`src/rtl/vend_pkg.sv`:
```
// Shared types and constants for the vending sequencer.
// Coin encodings, sequencer states and product ids.
package vend_pkg;

   localparam logic [1:0] COIN_NONE = 2'b00;
   localparam logic [1:0] COIN_ONE  = 2'b01;
   localparam logic [1:0] COIN_TWO  = 2'b10;

   localparam logic PROD_A = 1'b0;
   localparam logic PROD_B = 1'b1;

   typedef enum logic [1:0] {
      IDLE,
      COLLECT,
      DISPENSE,
      CHANGE
   } state_e;

   // 2'b11 is a reserved code and counts as no coin
   function automatic logic [1:0] coin_val(input logic [1:0] c);
      coin_val = 2'd0;
      unique case (1'b1)
         (c == COIN_ONE): coin_val = 2'd1;
         (c == COIN_TWO): coin_val = 2'd2;
         default: coin_val = 2'd0;
      endcase
   endfunction

endpackage

```
`src/rtl/vend_if.sv`:
```
// Front-end and mechanics signals of the vending sequencer.
// master = coin acceptor/keypad/motors side, slave = sequencer.
interface vend_if #(parameter int CREDIT_W = 4);

   logic [1:0]          coin;
   logic                sel_valid;
   logic                sel_id;
   logic                cancel;
   logic                disp_req;
   logic                disp_id;
   logic                disp_ack;
   logic                chg_req;
   logic                chg_ack;
   logic [CREDIT_W-1:0] credit;
   logic                busy;
   logic                coin_rej;

   modport master (
      output coin, sel_valid, sel_id, cancel,
      output disp_ack, chg_ack,
      input  disp_req, disp_id, chg_req,
      input  credit, busy, coin_rej
   );

   modport slave (
      input  coin, sel_valid, sel_id, cancel,
      input  disp_ack, chg_ack,
      output disp_req, disp_id, chg_req,
      output credit, busy, coin_rej
   );

endinterface

```
`src/rtl/vend_timeout_ctr.sv`:
```
// Inactivity counter; expired flags the last idle cycle.
module vend_timeout_ctr #(
   parameter int TIMEOUT = 255,
   parameter int TO_W    = 8
) (
   input  logic clk,
   input  logic rst,
   input  logic clr,
   input  logic en,
   output logic expired
);

   logic [TO_W-1:0] count;

   always_ff @(posedge clk) begin
      if (rst || clr) begin
         count <= '0;
      end else if (en) begin
         count <= count + TO_W'(1);
      end
   end

   assign expired = (count == TO_W'(TIMEOUT - 1));

endmodule

```
`src/rtl/vend_ctrl.sv`:
```
// Two-product vending sequencer: credit, dispense and
// one-coin-at-a-time change handshakes, cancel/timeout refund.
module vend_ctrl
   import vend_pkg::*;
#(
   parameter int PRICE_A  = 3,
   parameter int PRICE_B  = 5,
   parameter int CREDIT_W = 4,
   parameter int TIMEOUT  = 255,
   parameter int TO_W     = 8
) (
   input logic   clk,
   input logic   rst,
   vend_if.slave bus
);

   localparam logic [CREDIT_W:0] MAX_CR =
      {1'b0, {CREDIT_W{1'b1}}};

   state_e              state;
   logic [CREDIT_W-1:0] credit;
   logic                disp_id;
   logic                coin_rej;

   logic [1:0]          cv;
   logic [CREDIT_W-1:0] cv_w;
   logic [CREDIT_W:0]   sum;
   logic [CREDIT_W-1:0] cr_in;
   logic [CREDIT_W-1:0] price;
   logic                open;
   logic                coin_acc;
   logic                afford;
   logic                expired;
   logic                tmr_en;
   logic                tmr_clr;

   assign cv     = coin_val(bus.coin);
   assign cv_w   = CREDIT_W'(cv);
   assign sum    = {1'b0, credit} + {1'b0, cv_w};
   assign open   = (state == IDLE) || (state == COLLECT);

   // overflow is judged on the pre-purchase credit
   assign coin_acc = open && (cv != 2'd0) && (sum <= MAX_CR);
   assign cr_in    = coin_acc ? sum[CREDIT_W-1:0] : credit;

   assign price  = bus.sel_id ? CREDIT_W'(PRICE_B)
                              : CREDIT_W'(PRICE_A);
   assign afford = (credit >= price);

   assign tmr_en  = (state == COLLECT);
   assign tmr_clr = !tmr_en || coin_acc;

   vend_timeout_ctr #(
      .TIMEOUT (TIMEOUT),
      .TO_W    (TO_W)
   ) u_tmr (
      .clk     (clk),
      .rst     (rst),
      .clr     (tmr_clr),
      .en      (tmr_en),
      .expired (expired)
   );

   always_ff @(posedge clk) begin
      if (rst) begin
         state    <= IDLE;
         credit   <= '0;
         disp_id  <= PROD_A;
         coin_rej <= 1'b0;
      end else begin
         coin_rej <= (cv != 2'd0) && !coin_acc;
         unique case (state)
            IDLE: begin
               if (coin_acc) begin
                  credit <= cv_w;
                  state  <= COLLECT;
               end
            end
            COLLECT: begin
               credit <= cr_in;
               if (bus.cancel) begin
                  state <= (cr_in != '0) ? CHANGE : IDLE;
               end else if (bus.sel_valid && afford) begin
                  credit  <= cr_in - price;
                  disp_id <= bus.sel_id;
                  state   <= DISPENSE;
               end else if (expired && !coin_acc) begin
                  state <= CHANGE;
               end
            end
            DISPENSE: begin
               if (bus.disp_ack) begin
                  state <= (credit != '0) ? CHANGE : IDLE;
               end
            end
            CHANGE: begin
               if (bus.chg_ack) begin
                  credit <= credit - CREDIT_W'(1);
                  if (credit == CREDIT_W'(1)) begin
                     state <= IDLE;
                  end
               end
            end
            default: state <= IDLE;
         endcase
      end
   end

   assign bus.disp_req = (state == DISPENSE);
   assign bus.chg_req  = (state == CHANGE);
   assign bus.busy     = (state == DISPENSE) ||
                         (state == CHANGE);
   assign bus.credit   = credit;
   assign bus.disp_id  = disp_id;
   assign bus.coin_rej = coin_rej;

endmodule

```
`src/flat_wrapper.sv`:
```
// flat-port wrapper written by rule: the top's interface ports become plain ports
module vend_ctrl_flat import vend_pkg::*;
#(
   parameter int PRICE_A  = 3,
   parameter int PRICE_B  = 5,
   parameter int CREDIT_W = 4,
   parameter int TIMEOUT  = 255,
   parameter int TO_W     = 8
)
  (clk, rst, bus_coin, bus_sel_valid, bus_sel_id, bus_cancel, bus_disp_ack, bus_chg_ack, bus_disp_req, bus_disp_id, bus_chg_req, bus_credit, bus_busy, bus_coin_rej);
  vend_if #(.CREDIT_W(CREDIT_W)) bus_i ();
  input logic clk;
  input logic rst;
  input wire logic [$bits(bus_i.coin)-1:0] bus_coin;
  input wire logic [$bits(bus_i.sel_valid)-1:0] bus_sel_valid;
  input wire logic [$bits(bus_i.sel_id)-1:0] bus_sel_id;
  input wire logic [$bits(bus_i.cancel)-1:0] bus_cancel;
  input wire logic [$bits(bus_i.disp_ack)-1:0] bus_disp_ack;
  input wire logic [$bits(bus_i.chg_ack)-1:0] bus_chg_ack;
  output wire logic [$bits(bus_i.disp_req)-1:0] bus_disp_req;
  output wire logic [$bits(bus_i.disp_id)-1:0] bus_disp_id;
  output wire logic [$bits(bus_i.chg_req)-1:0] bus_chg_req;
  output wire logic [$bits(bus_i.credit)-1:0] bus_credit;
  output wire logic [$bits(bus_i.busy)-1:0] bus_busy;
  output wire logic [$bits(bus_i.coin_rej)-1:0] bus_coin_rej;
  assign bus_i.coin = bus_coin;
  assign bus_i.sel_valid = bus_sel_valid;
  assign bus_i.sel_id = bus_sel_id;
  assign bus_i.cancel = bus_cancel;
  assign bus_i.disp_ack = bus_disp_ack;
  assign bus_i.chg_ack = bus_chg_ack;
  assign bus_disp_req = bus_i.disp_req;
  assign bus_disp_id = bus_i.disp_id;
  assign bus_chg_req = bus_i.chg_req;
  assign bus_credit = bus_i.credit;
  assign bus_busy = bus_i.busy;
  assign bus_coin_rej = bus_i.coin_rej;
  vend_ctrl #(.PRICE_A(PRICE_A), .PRICE_B(PRICE_B), .CREDIT_W(CREDIT_W), .TIMEOUT(TIMEOUT), .TO_W(TO_W)) u_core (.clk(clk), .rst(rst), .bus(bus_i));
endmodule
```
`config.mk`:
```
export PLATFORM = sky130hd
export DESIGN_NAME = vend_ctrl_flat
export DESIGN_NICKNAME = d
export VERILOG_FILES = /design/src/rtl/vend_pkg.sv /design/src/rtl/vend_if.sv /design/src/rtl/vend_timeout_ctr.sv /design/src/rtl/vend_ctrl.sv /design/src/flat_wrapper.sv
export SDC_FILE = /design/constraint.sdc
export NUM_CORES = 1
export LEC_CHECK = 0
export BUFFER_PORTS_ARGS = -buffer_cell sky130_fd_sc_hd__buf_2
export CAP_MARGIN = 20
export CORE_MARGIN = 2
export CORE_UTILIZATION = 45
export DETAILED_ROUTE_END_ITERATION = 10
export SYNTH_ARGS = -nofsm -noshare
export SYNTH_HDL_FRONTEND = slang
export SYNTH_HIERARCHICAL = 1
export SYNTH_SLANG_ARGS = --single-unit
export TNS_END_PERCENT = 30
```
`constraint.sdc`:
```
create_clock -name clk -period 3.67 [get_ports clk]
set_input_delay 0.367 -clock clk [delete_from_list [all_inputs] [get_ports clk]]
set_output_delay 0.367 -clock clk [all_outputs]
set_load 0.01 [all_outputs]
```
* Word level (Yosys, flattened, before mapping)
Cells that the tools add are included.
** Operators by class
- $add $sub $neg :: 4
- Order comparisons :: 2
- Eq/ne operators :: 12
- Mux-type cells :: 18
- Bitwise logic cells :: 1
- Reductions and logical operators :: 19
** Operators with widths (count)
- $mux W4 :: 5
- $mux W2 :: 9
- $pmux W4 S3 :: 1
- $add A8 B1 Y8 const B :: 1
- $eq A8 B8 Y1 const B :: 1
- $pmux W2 S4 :: 1
- $reduce_bool A4 Y1 :: 2
- $eq A2 B2 Y1 const B :: 3
- $reduce_and A3 Y1 :: 2
- $add A4 B2 Y5 :: 1
- $le A5 B4 Y1 const B :: 1
- $logic_and A1 B1 Y1 :: 5
- $reduce_and A5 Y1 :: 1
- $eq A2 B1 Y1 const B :: 2
- $eq A4 B1 Y1 const B :: 1
- $ge A4 B4 Y1 :: 1
- $logic_or A1 B1 Y1 :: 4
- $ne A2 B1 Y1 const B :: 2
- $ne A2 B2 Y1 const B :: 2
- $ne A4 B4 Y1 const B :: 1
- $pmux W2 S2 :: 1
- $sub A4 B1 Y4 const B :: 1
- $sub A4 B4 Y4 :: 1
- $mux W3 :: 1
- 5 further kinds :: 6
** Storage, ports and cells
- Register bits :: 16

* Depth between registers and ports, before layout
Gate-level depths: netlist of run 1.
- Depth in word-level cells :: 11
- Gate-level depth with buffers :: 12
- Gate-level depth less buffers :: 12

* By module
The synthesis of run 1 kept the hierarchy.
** By module, submodules not included
- vend_ctrl :: instances 1, cells each 116, area an instance 963.4 um^2, sequential area each 160.2 um^2
- vend_timeout_ctr :: instances 1, cells each 42, area an instance 369.1 um^2, sequential area each 160.2 um^2

* Worst setup path after synthesis of run 1
No wires, ideal clock.
- Path type :: input to register
- Start point :: input port bus_coin[1]
- End point :: register u_core.credit[1], in the netlist u_core/bus.credit[1]
- Setup time :: 0.135 ns
- Arrival :: 3.051 ns
- Required time :: 3.535 ns
- Path slack :: 0.484 ns
- Cell stages on the path :: 10
- Cells stage by stage :: inv_1 -> ha_1 -> ha_1 -> fa_1 -> a311oi_4 -> mux2_2 -> fa_1 -> mux2_2 -> a221oi_2 -> a211oi_2
** Between the ends
- Longest elaborated chain between the ends :: 10
- Elaborated cells between the ends (all ways) :: 16
** RTL lines
- start: declaration :: RTL line flat_wrapper.sv:14 : input wire logic [$bits(bus_i.coin)-1:0] bus_coin;
- $eq A2 B2 Y1 / $eq A2 B1 Y1 (equally long branches) :: RTL line vend_pkg.sv:24, vend_pkg.sv:23
- $pmux W2 S2 (*) :: RTL line vend_pkg.sv:22 : unique case (1'b1)
- $add A4 B2 Y5 / $reduce_bool A2 Y1 (equally long branches) :: RTL line vend_ctrl.sv:39, vend_ctrl.sv:43
- $le A5 B4 Y1 / $logic_and A1 B1 Y1 (equally long branches) :: RTL line vend_ctrl.sv:43 : assign coin_acc = open && (cv != 2'd0) && (sum <= MAX_CR);
- $logic_and A1 B1 Y1 :: RTL line vend_ctrl.sv:43
- $mux W4 :: RTL line vend_ctrl.sv:44 : assign cr_in = coin_acc ? sum[CREDIT_W-1:0] : credit;
- $sub A4 B4 Y4 :: RTL line vend_ctrl.sv:84 : credit <= cr_in - price;
- $mux W4 :: RTL line vend_ctrl.sv:83 : end else if (bus.sel_valid && afford) begin
- $mux W4 :: RTL line vend_ctrl.sv:81 : if (bus.cancel) begin
- $pmux W4 S3 :: RTL line vend_ctrl.sv:72 : unique case (state)
- end signal: assignment :: RTL line vend_ctrl.sv:75 : credit <= cv_w;
- end signal: assignment :: RTL line vend_ctrl.sv:80 : credit <= cr_in;
- end signal: assignment :: RTL line vend_ctrl.sv:84
- end: declaration :: RTL line vend_ctrl.sv:21 : logic [CREDIT_W-1:0] credit;
Mark *: on every way between the ends. The rest lies on a longest branch, timed or not. The select of a mux whose other input is x is not followed.
A chain may end at the register's enable or synchronous reset.

* Worst setup path after layout of run 1
- Start point :: input port bus_coin[0]
- End point :: register u_core.credit[1], in the netlist u_core/bus.credit[1]
The elaborated chain is that of the path after synthesis.

==> results by stage, run 1 <==
Outcome:
- The run finished with clean final reports.

Synthesis:
- The Yosys step of the flow raised 6 warnings.
- The share of flip-flops with an asynchronous set or reset is 0%.
- The mean cell area of the mapped netlist is 8.43 um2.
- The number of cells produced by synthesis is 158.
- Of all cell types, the one taking the most synthesized area is dfxtp_1.
- The sequential share of the synthesized area is 24.0%.
- The leading register cell type out of synthesis is dfxtp_1.
- The synthesized netlist contains 51 unique library cells.
- The register bit count reported by yosys is 16.
- The synthesized netlist occupies a cell area of 1330 um2.
- Summed over its instances, the top area cell type makes up 24.0% of the synthesized netlist area.
- The number of nets handed over by synthesis was 181.
- By area the synthesized netlist is led by dfxtp_1 24%, ha_1 11%, o21ai_0 3.8%.
- The number of enable-type register cells in the synthesized netlist is 0.

Timing:
- The maximum operating frequency is 310 MHz.
- The slew at the pin closest to its max-slew limit is 0.527 ns.
- The final setup slack of the worst path is 0.447 ns.
- After layout, the minimum clock period comes to 3.22 ns.
- The accumulated negative setup slack is 0 ns.
- The number of endpoints with negative hold slack in the final report is 0.
- The worst slew margin relative to its limit is 64.8%.
- Of the available clock period, the critical path in the final layout requires 87.8%.
- Setup repair after global routing left no endpoint under its margin.
- The number of setup violations in the final report is 0.
- The clock skew is 0.0139 ns.
- The number of pins exceeding their max-slew limit in the final report was 0.

GRT:
- For this run, the total global-route usage over all layers was measured as 20.1%.
- The number of global-route vias before repair was 1,101.
- The maximum number of pins on one net before global-route repair is 16.
- The initial antenna violation count was 0.
- For this run the aggregate overflow at the end of global routing stands at 0.
- The first global-routing pass estimated 5300 um of wire.

CTS:
- Buffers inserted during clock tree synthesis total 3.
- Clock tree synthesis selected as its root buffer the cell clkbuf_4.
- The clock tree from TritonCTS is done.
- The insertion delay of the later-clocked pin in the worst-skew pair is 0.29 ns.
- Buffers added to address setup during post-CTS repair amount to 0.
- The worst-case clock buffer depth is 2.
- The number of clock sinks is 16.
- The number of hold buffers added after CTS is 0.
- Clock-pin slew was measured on the worst setup and hold paths at 0.11 ns.
- The post-cts repair resize count is 0.
- The number of levels the H-tree was split into is 1.

Cells and area:
- Leaving out fill and tap cells, the most frequent cell in the layout is buf_2.
- The layout overhead on the synthesized area is 9.30%.
- The library cells used most frequently in the layout, excluding fill and tap cells, are 17 x buf_2, 16 x dfxtp_1, 12 x ha_1.
- The layout net count is 196.
- Once layout is complete, the utilization of the core stands at 52.4%.
- Cells with a size suffix above 1 make up 21.5% of the layout.
- The antenna diode count is 0.

Routing:
- Before antenna repair, the detailed router went through 4 iterations.
- The detailed-route wire length is 3150 um.
- The residual antenna-violating net count after detailed routing is 0.
- The routed layout has 1,204 vias.
- The via-per-instance ratio is 5.93.
- In the routed design, unresolved DRC markers number 0.
- The count of routing violations after the opening detailed-route iteration is 60.
- In the final routed layout, each cell accounts on average for 15.5 um.

Placed design:
- OpenSTA, run right after detailed placement, puts the worst setup slack at 0.172 ns.
- The number of input and output port buffers inserted is 17.
- Once detailed placement completed, the half-perimeter wirelength came to 2380 um.
- At the end of routability-driven placement, the weighted congestion stood at 0.861.

Worst setup path:
- Along the worst path, the maximum fanout reaches 5.
- The data required time of the critical path is 3.86 ns.
- The data arrival time of the critical path is 3.41 ns.
- The critical path class is in2reg.
- STA classifies the critical path endpoint as a flip-flop.
- The element type at the critical path start is an input pin.

Floorplanning:
- The number of cell rows is 19.
- The initial standard-cell utilization of the core is 47.9%.
- The core region is 2780 um2.
- The die is 58.4 um wide.
- The height of the chip is 58.4 um.
- The die footprint is 3410 um2.
- The count of pins on the block boundary is 18.

Power and ir drop:
- The total power of the final layout is 907 uW.
- VDD sags by at most 0.432 mV.
- Power spread over the standard cell area amounts to 623 nW/um2.
- Summed over all cells, the static leakage comes to 0.000604 uW.

Run:
- The tool flagged a number of max-cap violations equal to 0.

Worst hold path:
- The worst hold-check path type is in2reg.
-- layout make-up --
cell class	count	area [um2]
fill	280	1330
multi-input combinational	123	927
sequential	16	320
timing repair buffer	18	92.6
inverter	11	41.3
tap	31	38.8
clock buffer	4	36.3
-- Yosys cell counts (all sizes together), types with 2 or more instances --
cell and number:
dfxtp 16, ha 12, inv 11, nand2 11, o21ai 11, a21oi 10
nor2 10, nor3 7, nand2b 5, nand3 5, a211oi 4, buf 4
clkbuf 4, or3 4, xor2 4, mux2 3, xnor2 3, a211o 2
a31oi 2, fa 2, mux2i 2, nand3b 2, nand4 2, o31ai 2
-- final timing paths --
check	start	end	slack [ns]	cells past startpoint
hold / removal	rst	u_core/state[1]	0.40	2
setup / recovery	bus_coin[0]	u_core/bus.credit[1]	0.45	11
hold reg to reg	u_core/bus.disp_id	u_core/bus.disp_id	0.49	2
setup reg to reg	u_core/bus.credit[0]	u_core/bus.credit[1]	0.49	9
-- stage by stage --
step / cell area, um2 / hold slack [ns] / instances
2_1_floorplan: 1330 / 0.452 / 158
3_3_place_gp: 1420 / 0.462 / 199
3_5_place_dp: 1420 / 0.476 / 199
4_1_cts: 1460 / 0.384 / 203
5_1_grt: 1460 / 0.398 / 203
6_report: 1460 / 0.396 / 203
-- power breakdown --
part	internal [uW]	switching (uW)	total, uW
clock	60.4	59.4	120
sequential	201	79.1	280
combinational	222	285	507
total	483	424	907
-- registers in the layout, indices dropped and copies added (netlist names) --
| register | flops |
|---|---|
| u_core/u_tmr/count | 8 |
| u_core/bus.credit | 4 |
| u_core/state | 2 |
| u_core/bus.coin_rej | 1 |
| u_core/bus.disp_id | 1 |
-- kinds of logic after synthesis --
group           Yosys count  synth area share (%)
simple gates             54                  21.5
flops                    16                  24.0
compound gates           43                  25.2
mux                       5                  4.04
buf+inv                  19                  6.38
xor+xnor                  7                  4.60
fa+ha+maj                14                  14.3
-- metal layers --
layer	global-route usage [%]	wire (um)	vias to the layer above
li1	-	-	600
met1	30.2	1580	554
met2	30.7	1350	48
met3	2.64	205	2
met4	3.99	9	0
met5	0	0	-
-- worst max-delay path, stage by stage --
cell and delay, ns:
buf_2 0.11, ha_1 0.21, ha_1 0.21, fa_1 0.49, a311oi_4 0.46, mux2i_1 0.41, inv_1 0.10, fa_1 0.43
mux2_2 0.28, a221oi_2 0.24, a211oi_2 0.09
Note: power is estimated with default switching activity, not from simulation.
==> run 2, diff against run 1 <==
--- a/config.mk
+++ b/config.mk
@@ -5,6 +5,7 @@
 export SDC_FILE = /design/constraint.sdc
 export NUM_CORES = 1
 export LEC_CHECK = 0
+export ABC_AREA = 1
 export BUFFER_PORTS_ARGS = -buffer_cell sky130_fd_sc_hd__buf_2
 export CAP_MARGIN = 20
 export CORE_MARGIN = 2
==> run 2 against run 1 <==
First-iteration DRC count down 3.3%. Critical path depth down 1. Critical endpoint is now u_core/bus.credit[2]. Setup slack better by 0.69 ns. Non-clock buffer count down 1. Total power up 2.7%. Clock power about the same. Cell count up 21%. The run now ends with DRC left. Die area up 1.9%. Flip-flop and latch count unchanged. Hold slack worse by 0.12 ns.
==> results by stage, run 2 <==
Synthesis:
- Among all flip-flop cells after synthesis, the most frequent one is dfxtp_1.
- Counting flops with an async set or reset pin after synthesis yields a share of 0%.
- The cell count after synthesis came out at 195.
- The number of library cell types mapped by synthesis is 28.
- The netlist area before placement is 1360 um2.
- Yosys printed 6 warnings.
- After synthesis, the largest area contributor takes up 23.6% of total cell area.
- A synthesized cell averages 6.97 um2.
- After synthesis, flip-flops and latches occupy 23.6% of the total area.
- The number of nets in the synthesized netlist is 218.
- The synthesized design contains 16 register bits.
- In the post-synthesis netlist, the biggest area contributors are dfxtp_1 24%, ha_1 11%, nand2_1 9.9%.
- Of all cell types, the one taking the most synthesized area is dfxtp_1.
- Yosys mapped a number of flops with a built-in enable equal to 0.
- Counting instances in the post-synthesis netlist gives the leading cell types as 36 x nand2_1, 23 x inv_1, 21 x nor2_1.
- The most repeated cell in the gate-level netlist after synthesis is nand2_1.

CTS:
- The number of buffers added for setup after CTS is 0.
- Clock tree synthesis selected as its root buffer the cell clkbuf_4.
- Clock-pin slew was measured on the worst setup and hold paths at 0.10 ns.
- Counting along the longest clock path gives a buffer depth of 2.
- The clock tree from TritonCTS is done.
- The number of CTS-inserted buffers is 3.
- The number of clock sinks is 16.
- For the worst-skew pair, the clock arrives at the later sink with an insertion delay of 0.29 ns.
- The number of hold buffers added after CTS is 0.
- The number of gates resized after CTS was 0.
- The number of levels the H-tree was split into is 1.

Cells and area:
- Ranked by flip-flop count, first place goes to u_core/u_tmr/count.
- With fillers left out, the area of the finished cells amounts to 1510 um2.
- The number of flip-flops in the largest register is 8.
- The share of final-layout standard cells stronger than drive strength 1 is 24.8%.
- In the final layout, flip-flops and latches occupy 320 um2.
- The antenna diode count is 0.
- Leaving out fill and tap cells, the most frequent cell in the layout is nand2_1.
- In the final layout, the registers with the most flip-flops are u_core/u_tmr/count (8), u_core/bus.credit (4), u_core/state (2).
- After the last flow step, the layout net total stands at 238.
- For this run, the number of standard cells in the final layout without fillers is 245.
- The utilization after layout is 53.8%.
- In the layout the commonest cells are 36 x nand2_1, 23 x inv_1, 21 x nor2_1.
- Compared with the post-synthesis result, the final layout area differs by 10.9%.
- After filler insertion, the fill cell instance count of the layout stands at 288.
- The area of the multi-input gates is 912 um2.

GRT:
- Global routing used 19.6% of the available tracks across all layers.
- The first-pass GRT wire length is 5200 um.
- Entering global routing, the biggest net connects 13 pins.
- The initial antenna violation count came to 0.
- Global routing finished with a remaining overflow of 0.
- The number of global-route vias before repair is 1,205.

Run:
- Across the run, the number of max-cap violations was 0.

Outcome:
- The run finished, with violations left.
- The final reports fail on DRC.

Timing:
- For the pin with the worst max-slew slack, the measured transition is 0.439 ns.
- Setup repair after global routing left no endpoint under its margin.
- The clock skew is 0.00762 ns.
- The number of pins exceeding their max-slew limit in the final report is 0.
- Timing would allow up to 395 MHz.
- Setup violations remaining at the end of the flow were counted as 0.
- The accumulated negative setup slack is 0 ns.
- The final setup slack of the worst path is 1.14 ns.
- The worst slew margin relative to its limit is 70.6%.
- After layout, the minimum clock period comes to 2.53 ns.
- The number of endpoints with negative hold slack in the final report was 0.
- The share of the cycle needed by the critical path after routing is 69.0%.

Routing:
- Summing over every cut layer, the via total after detailed routing is 1,300.
- The mean routed wirelength per cell is 12.7 um.
- After detailed routing, the number of remaining DRC violations is 2.
- After detailed routing, the total wire length is 3100 um.
- The count of routing violations after the opening detailed-route iteration is 58.
- The residual antenna-violating net count after detailed routing is 0.
- The pre-antenna-repair detailed-routing pass consisted of 8 iterations.
- Using the TritonRoute via totals, the vias-per-cell ratio works out to 5.31.

Power and ir drop:
- The sequential fraction of design power is 28.1%.
- In this run the power density over the cells is 617 nW/um2.
- The switching power is 466 uW.
- In this run switching power makes up 50.1% of total power.
- The analysis attributes to cell leakage a power of 0.000726 uW.
- The worst supply voltage drop on vdd is 0.220 mV.
- The internal power is 465 uW.
- Combinational cells account for 58.9% of the total power.
- Per report_power, the clock group accounts for 13.0% of the total.

Worst setup path:
- The reg-to-reg setup timing slack is 1.14 ns.
- The length in cells of the worst reg-to-reg path is 10.
- The launching point of the worst reg2reg path is u_core/bus.credit[0].
- The data arrival time of the critical path is 2.72 ns.
- The worst setup path is launched from a flip-flop.
- The critical path class is reg2reg.
- The worst setup path is captured at a flip-flop.
- The data required time of the critical path is 3.86 ns.
- The endpoint identified for the worst register-to-register timing path is u_core/bus.credit[2].
- In this run the worst path has a maximum fanout of 9.

Placed design:
- The number of input and output port buffers inserted is 17.
- At the placement stage, the worst setup path has a slack of 0.895 ns.
- The cell count after placement is 241.
- After legalization and detailed placement, the total HPWL measured 2490 um.
- Once placement finished, the instance area stood at 1470 um2.
- Routability-driven placement finished with a final weighted congestion of 0.907.

Floorplanning:
- The horizontal die dimension is 59.0 um.
- The number of cell rows is 19.
- The height of the chip is 59.0 um.
- The initial utilization of the core area, before any placement, comes to 48.5%.
- Pin placement for this block handled 18 I/O pins.
- The region available for standard cell placement spans 2810 um2.
- The floorplan step defined a die boundary enclosing 3480 um2.

Worst hold path:
- The worst hold path passes through 2 cells.
- The startpoint of the lowest-slack hold path is rst.
- The capture endpoint of the worst hold path is u_core/bus.coin_rej.
- The min-delay analysis places its worst path in the category in2reg.
## run 2: cell count changes in the layout (fill, tap and decap cells not counted), sizes merged, moves of 3 or more
| cell | delta |
|---|---|
| o21ai | +3 |
| a21oi | +9 |
| nand2 | +33 |
| xnor2 | -3 |
| nand2b | -5 |
| inv | +20 |
| or3 | -4 |
| nor2 | +14 |
| mux2 | -3 |
| nand3 | +11 |
| nor3 | -3 |
## run 2: final cells by class
| type | instances | share of cell area (%) |
|---|---|---|
| Multi-Input combinational cell | 146 | 60.4 |
| Sequential cell | 16 | 21.2 |
| Inverter | 31 | 7.71 |
| Timing Repair Buffer | 17 | 5.64 |
| Tap cell | 31 | 2.57 |
| Clock buffer | 4 | 2.40 |
## run 2: logic make-up after synthesis
logic type               Yosys count  synth area share [%]
XOR/XNOR                           3                  1.93
AND/OR/NAND/NOR                   92                  34.3
buffers and inverters             33                  9.38
adder cells (fa/ha/maj)           14                  14.0
AO/OA/AOI/OAI                     37                  16.8
flip-flops                        16                  23.6
## run 2: per-stage QoR
step                      hold slack (ns)  total power (uW)
after detailed placement            0.471               816
after global routing                0.267              1020
final                               0.274               931
after CTS                           0.265               939
after global placement              0.454               805
after floorplan                     0.441               681
## run 2: per-layer routing
layer | GRT usage, % | vias up | part of all wire (%)
met5 | 0 | - | 0
met2 | 33.0 | 26 | 47
met1 | 25.0 | 597 | 46
li1 | - | 669 | -
met3 | 2.62 | 8 | 4.9
met4 | 8.44 | 0 | 2.0
## run 2: worst max-delay path by stage
stage / from / endpoint / slack (ns)
2_1_floorplan: bus_coin[1] / u_core/bus.credit[2] / 1.15
3_3_place_gp: bus_coin[0] / u_core/bus.credit[2] / 0.95
3_5_place_dp: bus_coin[0] / u_core/bus.credit[2] / 0.90
4_1_cts: u_core/bus.credit[0] / u_core/bus.credit[2] / 1.12
5_1_grt: u_core/bus.credit[0] / u_core/bus.credit[2] / 0.99
6_report: u_core/bus.credit[0] / u_core/bus.credit[2] / 1.14
## run 2: worst max-delay path: stages (launching register included)
cell	delay [ns]
dfxtp_1	0.42
ha_1	0.27
fa_1	0.42
nand3_2	0.16
nand2_8	0.10
o21ai_2	0.16
inv_2	0.08
fa_1	0.41
xor2_1	0.16
o21ai_0	0.15
a21oi_1	0.08
## run 2: power groups by stage
stage | combinational, uW | clock, uW | sequential [uW]
finish | 548 | 121 | 262
global route | 621 | 134 | 269
CTS | 552 | 125 | 262
detailed placement | 549 | 0 | 267
global placement | 540 | 0 | 265
floorplan | 429 | 0 | 252
